===== src/rtl/reloj_main.sv =====
// 24-hour clock with one alarm and a 4-digit multiplexed 7-segment display.
// Optional build macro: RELOJ_LEADING_ZERO_BLANK_EN blanks a zero hours-tens digit.
module reloj_main #(
  parameter int CLK_HZ      = 50_000_000,
  parameter int REFRESH_DIV = 50_000
) (
  input  logic       clock,
  input  logic       Reset,
  input  logic       MoDe,
  input  logic       AjusTHora,
  input  logic       AjusTAlarma,
  input  logic       AumenMin,
  input  logic       AumenHora,
  output logic       Segundo,
  output logic       alarma,
  output logic       Sw0,
  output logic       Sw1,
  output logic       Sw2,
  output logic       Sw3,
  output logic [6:0] Displaytotal
);

  localparam int PW = $clog2(CLK_HZ);
  localparam int RW = (REFRESH_DIV > 1) ? $clog2(REFRESH_DIV) : 1;
  localparam logic [PW-1:0] PRESC_MAX   = PW'(CLK_HZ - 1);
  localparam logic [PW-1:0] PRESC_HALF  = PW'(CLK_HZ / 2);
  localparam logic [RW-1:0] REFRESH_MAX = RW'(REFRESH_DIV - 1);

  logic [PW-1:0] presc_q, presc_d;
  logic [7:0]    sec_q, sec_d;
  logic [7:0]    min_q, min_d;
  logic [7:0]    hr_q, hr_d;
  logic [7:0]    alm_min_q, alm_min_d;
  logic [7:0]    alm_hr_q, alm_hr_d;
  logic          armed_q, armed_d;
  logic          segundo_q, segundo_d;
  logic          alarma_q, alarma_d;
  logic [1:0]    min_sync_q, min_sync_d;
  logic [1:0]    hr_sync_q, hr_sync_d;
  logic          min_prev_q, min_prev_d;
  logic          hr_prev_q, hr_prev_d;
  logic [RW-1:0] scan_cnt_q, scan_cnt_d;
  logic [1:0]    digit_q, digit_d;

  logic          min_edge_s;
  logic          hr_edge_s;
  logic [7:0]    disp_min_s;
  logic [7:0]    disp_hr_s;
  logic [3:0]    digit_val_s;
  logic [3:0]    sw_s;
  logic [6:0]    seg_s;

  // BCD increment of a two-digit field that wraps to 00 after top.
  function automatic logic [7:0] bcd_inc(input logic [7:0] v, input logic [7:0] top);
    if (v == top) begin
      bcd_inc = 8'h00;
    end else if (v[3:0] == 4'd9) begin
      bcd_inc = {v[7:4] + 4'd1, 4'd0};
    end else begin
      bcd_inc = {v[7:4], v[3:0] + 4'd1};
    end
  endfunction

  function automatic logic [6:0] seg7(input logic [3:0] d);
    case (d)
      4'd0:    seg7 = 7'b1000000;
      4'd1:    seg7 = 7'b1111001;
      4'd2:    seg7 = 7'b0100100;
      4'd3:    seg7 = 7'b0110000;
      4'd4:    seg7 = 7'b0011001;
      4'd5:    seg7 = 7'b0010010;
      4'd6:    seg7 = 7'b0000010;
      4'd7:    seg7 = 7'b1111000;
      4'd8:    seg7 = 7'b0000000;
      4'd9:    seg7 = 7'b0010000;
      default: seg7 = 7'b1111111;
    endcase
  endfunction

  // Button synchronizers and rising-edge detectors.
  always_comb begin
    min_sync_d = {min_sync_q[0], AumenMin};
    hr_sync_d  = {hr_sync_q[0], AumenHora};
    min_prev_d = min_sync_q[1];
    hr_prev_d  = hr_sync_q[1];
    min_edge_s = min_sync_q[1] & ~min_prev_q;
    hr_edge_s  = hr_sync_q[1] & ~hr_prev_q;
  end

  // Prescaler, timekeeping, adjust paths and registered status outputs.
  always_comb begin
    presc_d   = presc_q;
    sec_d     = sec_q;
    min_d     = min_q;
    hr_d      = hr_q;
    alm_min_d = alm_min_q;
    alm_hr_d  = alm_hr_q;
    armed_d   = armed_q;

    if (AjusTHora) begin
      // Prescaler frozen here, so a seconds carry can never collide with a press.
      presc_d = '0;
      sec_d   = 8'h00;
      if (min_edge_s) begin
        min_d = bcd_inc(min_q, 8'h59);
      end else begin
        min_d = min_q;
      end
      if (hr_edge_s) begin
        hr_d = bcd_inc(hr_q, 8'h23);
      end else begin
        hr_d = hr_q;
      end
    end else begin
      if (presc_q == PRESC_MAX) begin
        presc_d = '0;
        sec_d   = bcd_inc(sec_q, 8'h59);
        if (sec_q == 8'h59) begin
          min_d = bcd_inc(min_q, 8'h59);
          if (min_q == 8'h59) begin
            hr_d = bcd_inc(hr_q, 8'h23);
          end else begin
            hr_d = hr_q;
          end
        end else begin
          min_d = min_q;
        end
      end else begin
        presc_d = presc_q + PW'(1);
      end

      if (AjusTAlarma) begin
        if (min_edge_s) begin
          alm_min_d = bcd_inc(alm_min_q, 8'h59);
          armed_d   = 1'b1;
        end else begin
          alm_min_d = alm_min_q;
        end
        if (hr_edge_s) begin
          alm_hr_d = bcd_inc(alm_hr_q, 8'h23);
          armed_d  = 1'b1;
        end else begin
          alm_hr_d = alm_hr_q;
        end
      end else begin
        alm_min_d = alm_min_q;
        alm_hr_d  = alm_hr_q;
      end
    end

    segundo_d = (presc_d < PRESC_HALF);
    alarma_d  = armed_d & (hr_d == alm_hr_d) & (min_d == alm_min_d)
                & ~AjusTHora & ~AjusTAlarma;
  end

  // Display scan counter: one digit per REFRESH_DIV cycles.
  always_comb begin
    if (scan_cnt_q == REFRESH_MAX) begin
      scan_cnt_d = '0;
      digit_d    = digit_q + 2'd1;
    end else begin
      scan_cnt_d = scan_cnt_q + RW'(1);
      digit_d    = digit_q;
    end
  end

  // Digit select and segment decode from registered scan state.
  always_comb begin
    if (MoDe) begin
      disp_min_s = alm_min_q;
      disp_hr_s  = alm_hr_q;
    end else begin
      disp_min_s = min_q;
      disp_hr_s  = hr_q;
    end
    case (digit_q)
      2'd0:    begin digit_val_s = disp_min_s[3:0]; sw_s = 4'b1110; end
      2'd1:    begin digit_val_s = disp_min_s[7:4]; sw_s = 4'b1101; end
      2'd2:    begin digit_val_s = disp_hr_s[3:0];  sw_s = 4'b1011; end
      2'd3:    begin digit_val_s = disp_hr_s[7:4];  sw_s = 4'b0111; end
      default: begin digit_val_s = 4'd0;            sw_s = 4'b1110; end
    endcase
`ifdef RELOJ_LEADING_ZERO_BLANK_EN
    if ((digit_q == 2'd3) && (digit_val_s == 4'd0)) begin
      seg_s = 7'b1111111;
    end else begin
      seg_s = seg7(digit_val_s);
    end
`else
    seg_s = seg7(digit_val_s);
`endif
  end

  // State registers.
  always_ff @(posedge clock or posedge Reset) begin
    if (Reset) begin
      presc_q    <= '0;
      sec_q      <= 8'h00;
      min_q      <= 8'h00;
      hr_q       <= 8'h00;
      alm_min_q  <= 8'h00;
      alm_hr_q   <= 8'h00;
      armed_q    <= 1'b0;
      segundo_q  <= 1'b1;
      alarma_q   <= 1'b0;
      min_sync_q <= 2'b00;
      hr_sync_q  <= 2'b00;
      min_prev_q <= 1'b0;
      hr_prev_q  <= 1'b0;
      scan_cnt_q <= '0;
      digit_q    <= 2'd0;
    end else begin
      presc_q    <= presc_d;
      sec_q      <= sec_d;
      min_q      <= min_d;
      hr_q       <= hr_d;
      alm_min_q  <= alm_min_d;
      alm_hr_q   <= alm_hr_d;
      armed_q    <= armed_d;
      segundo_q  <= segundo_d;
      alarma_q   <= alarma_d;
      min_sync_q <= min_sync_d;
      hr_sync_q  <= hr_sync_d;
      min_prev_q <= min_prev_d;
      hr_prev_q  <= hr_prev_d;
      scan_cnt_q <= scan_cnt_d;
      digit_q    <= digit_d;
    end
  end

  assign Segundo      = segundo_q;
  assign alarma       = alarma_q;
  assign Sw0          = sw_s[0];
  assign Sw1          = sw_s[1];
  assign Sw2          = sw_s[2];
  assign Sw3          = sw_s[3];
  assign Displaytotal = seg_s;

endmodule


===== config.mk =====
export PLATFORM = sky130hd
export DESIGN_NAME = reloj_main
export DESIGN_NICKNAME = d
export VERILOG_FILES = /design/src/rtl/reloj_main.sv
export SDC_FILE = /design/constraint.sdc
export NUM_CORES = 1
export LEC_CHECK = 0
export CORE_ASPECT_RATIO = 0.8
export CORE_MARGIN = 2
export CORE_UTILIZATION = 30
export DETAILED_ROUTE_END_ITERATION = 6
export SYNTH_ARGS = -nofsm -noshare
export SYNTH_HDL_FRONTEND = slang
export SYNTH_SLANG_ARGS = --single-unit

===== constraint.sdc =====
create_clock -name clock -period 3.7 [get_ports clock]
set_input_delay 0.37 -clock clock [delete_from_list [all_inputs] [get_ports clock]]
set_output_delay 0.37 -clock clock [all_outputs]
set_load 0.02 [all_outputs]

==> run summary <==
ys async rst share: 1.00
row count: 44
Worst slew margin: 0.416
LEAKAGE: 2.75 nW
Multi-input gate area: 0.00310 mm²
top cell family by delay on the critical path: multiplexers
M2 GR Usage: 0.175
busiest grt layer: met1
worst-margin pin slew: 0.864 ns
share of Yosys cell area claimed by the top area cell type: 0.409
Seq/Total Area, Yosys: 0.414
setup violators final: 0
CP peak stage delay: 0.63 ns
n_diodes: 0
drt drc: 1
Worst R2R Path Depth: 9
ANT nets after route: 0
Routability Congestion: 0.764
max cap viols: 0
Final TNS setup: 0 ns
worst-skew pair later-pin latency: 0.36 ns
Initial Util: 0.308
PD cells: 532 mW/mm²
Finished Core Util: 0.355
fmax: 0.282 GHz
Post-synth EDFFs: 0
die area: 0.0199 mm²
top_reg_cell synth: dfrtp_1
Worst-path clk slew: 0.06 ns
met1 GRT Util: 0.207
Mapped Nets: 627
layout cells sized above 1: 0.0931
IO Count: 20
initial antenna violation count: 0
GRT Total Usage: 0.132
Post-CTS Setup Inserts: 0
unrepaired setup endpoints after global routing: no
Ys Warns: 0
hold depth: 0
Final nets: 646
worst endpoint required time: 3.33 ns
first-pass GRT wire length: 20800 µm
CTS max path bufs: 2
largest net degree at the start of global routing: 55
DR vias: 4277
Critical Path Fanout Max: 9
M3 GR Usage: 0.0359
Core ar.: 0.0183 mm²
Via density: 4.94
Slew Viols, Final: 0
Hold Violations, Final: 0
FF+latch count, synth: 93
Critical Path Stages: 8
DP Worst Slack: 0.362 ns
Layout area overhead: 15.2%
1st-iter DRT viols: 332
die height: 127 µm
Syn Area/Cell: 9.57 µm²
WL per Instance: 14.2 µm
CTS tree: built
Syn Std Cell Area: 0.00563 mm²
startpoint types: flip-flop
CP max stage cell: clkdlybuf4s50_1
failing checks: design-rule violations
Buf+Inv Stages, Crit Path: 2
worst path cell trace: inv_1 -> ha_2 -> a222oi_1 -> mux4_2 -> ha_1 -> mux2_2 -> a22oi_1 -> clkdlybuf4s50_1
total overflow reported by the global router: 0
CP Capture Type: primary output
total CTS buffers: 9
DP HPWL: 9010 µm
DIE WIDTH: 157 µm
post-route setup slack: 0.155 ns
Clock Root Buffer: clkbuf_16
CP arrival: 3.18 ns
storage element area: 0.00233 mm²
top cell type by total area after synthesis: dfrtp_1
dpl cell area: 0.00612 mm²
synth top area cells: dfrtp_1, ha_1, xor2_1, nor2_1, xnor2_1
Tot Pwr: 3.45 mW
H-tree depth: 3
placed cells: 849
count of different cell masters after synthesis: 71
# clock sinks: 93
status: complete, but fails checks
vias in the first global route: 3988
Setup Skew: 0.00833 ns
Min-Delay Path Class: flip-flop to flip-flop
WL final: 12300 µm
IO Port Bufs: 19
Hold Slack: 0.360 ns
fin crit share: 0.958
Peak VDD IR: 333 µV
final non-filler cell total: 865
design area: 0.00648 mm²
Detailed Routing Iterations Pass 1: 7
# fillers: 1897
Tmin final: 3.55 ns
Crit Path Category: flip-flop to primary output
Cells after Synth: 588
-- state kept, by name, summed over array words and instances, names as in the netlist --
signal,count
min_sync_q,2
digit_q,2
alm_hr_q,8
hr_q,8
presc_q,26
min_q,8
alm_min_q,8
sec_q,8
Segundo,1
scan_cnt_q,16
hr_sync_q,2
min_prev_q,1
alarma,1
hr_prev_q,1
armed_q,1
-- layout make-up --
type | instances | area share
tap | 253 | 0.0488
multi-input combinational | 443 | 0.478
clock inverter | 6 | 0.0206
sequential | 93 | 0.359
timing repair buffer | 27 | 0.0386
clock buffer | 10 | 0.0353
inverter | 33 | 0.0195
-- path summary, 6_finish.rpt --
| kind | slack [ns] | end | startpoint |
|---|---|---|---|
| max | 0.15 | Displaytotal[4] | digit_q[0]$_DFFE_PP0N_ |
| min | 0.36 | min_sync_q[1]$_DFF_PP0_ | min_sync_q[0]$_DFF_PP0_ |
| max reg2reg | 0.56 | alarma$_DFF_PP0_ | presc_q[0]$_DFF_PP0_ |
| min reg2reg | 0.36 | min_sync_q[1]$_DFF_PP0_ | min_sync_q[0]$_DFF_PP0_ |
| max in group asynchronous | 2.43 | Segundo$_DFF_PP1_ | Reset |
| min in group asynchronous | 0.47 | scan_cnt_q[10]$_DFF_PP0_ | Reset |
-- layer usage --
metal  vias to the layer above  wire, µm
met1                      2045      6570
li1                       2124         -
met5                         -         0
met3                         9       686
met4                         0       112
met2                        99      4940
-- report_power, final --
part | internal (mW) | leakage, nW | switching, mW
clock network | 0.730 | 0.177 | 0.412
logic | 0.474 | 1.36 | 0.554
registers | 1.12 | 1.21 | 0.159
-- cells in the mapped netlist (5+ instances only) --
library cell   n
inv_1         33
nand2_1       43
o21ai_0       28
mux2_2         8
nor2_1        66
xnor2_1       26
and3_1         7
xor2_1        32
nor2b_1        5
buf_2          5
nand4_1       11
nand2b_1       6
nand3_1       33
nand3b_1       5
ha_1          32
nor3_1        19
nor4b_1        5
clkbuf_1      13
dfrtp_1       92
a21oi_1       17
or3_1          8
a222oi_1       8
-- cells in the final DEF (no fill, tap or decap), types with 4 or more instances in the layout --
master,instances
a21oi_1,17
nor4b_1,5
nand3_1,33
and3b_1,4
ha_1,30
o21ai_0,27
nand3b_1,5
mux2_2,8
o21a_1,4
bufinv_16,4
dfrtp_1,92
xor2_1,32
nand4_1,11
and2_1,4
buf_4,8
nor2b_1,5
xnor2_1,26
and4_1,4
a222oi_1,8
nand2_1,43
and3_1,7
inv_1,32
clkbuf_16,9
nand2b_1,6
clkdlybuf4s50_1,19
mux4_2,4
mux2i_1,4
nor2_1,66
or3_1,8
nor3_1,19
-- cell families after synthesis --
family                   synth area share
buffers and inverters              0.0371
AND/OR/NAND/NOR                     0.236
AO/OA/AOI/OAI                       0.104
XOR/XNOR                           0.0943
flip-flops                          0.414
multiplexers                       0.0418
adder cells (fa/ha/maj)            0.0729
-- repair_timing --
action,CTS,global route
endpoints found under the setup margin,0,3
resized for setup,0,2
hold buffers,0,0
(Power assumes the default switching activity.)
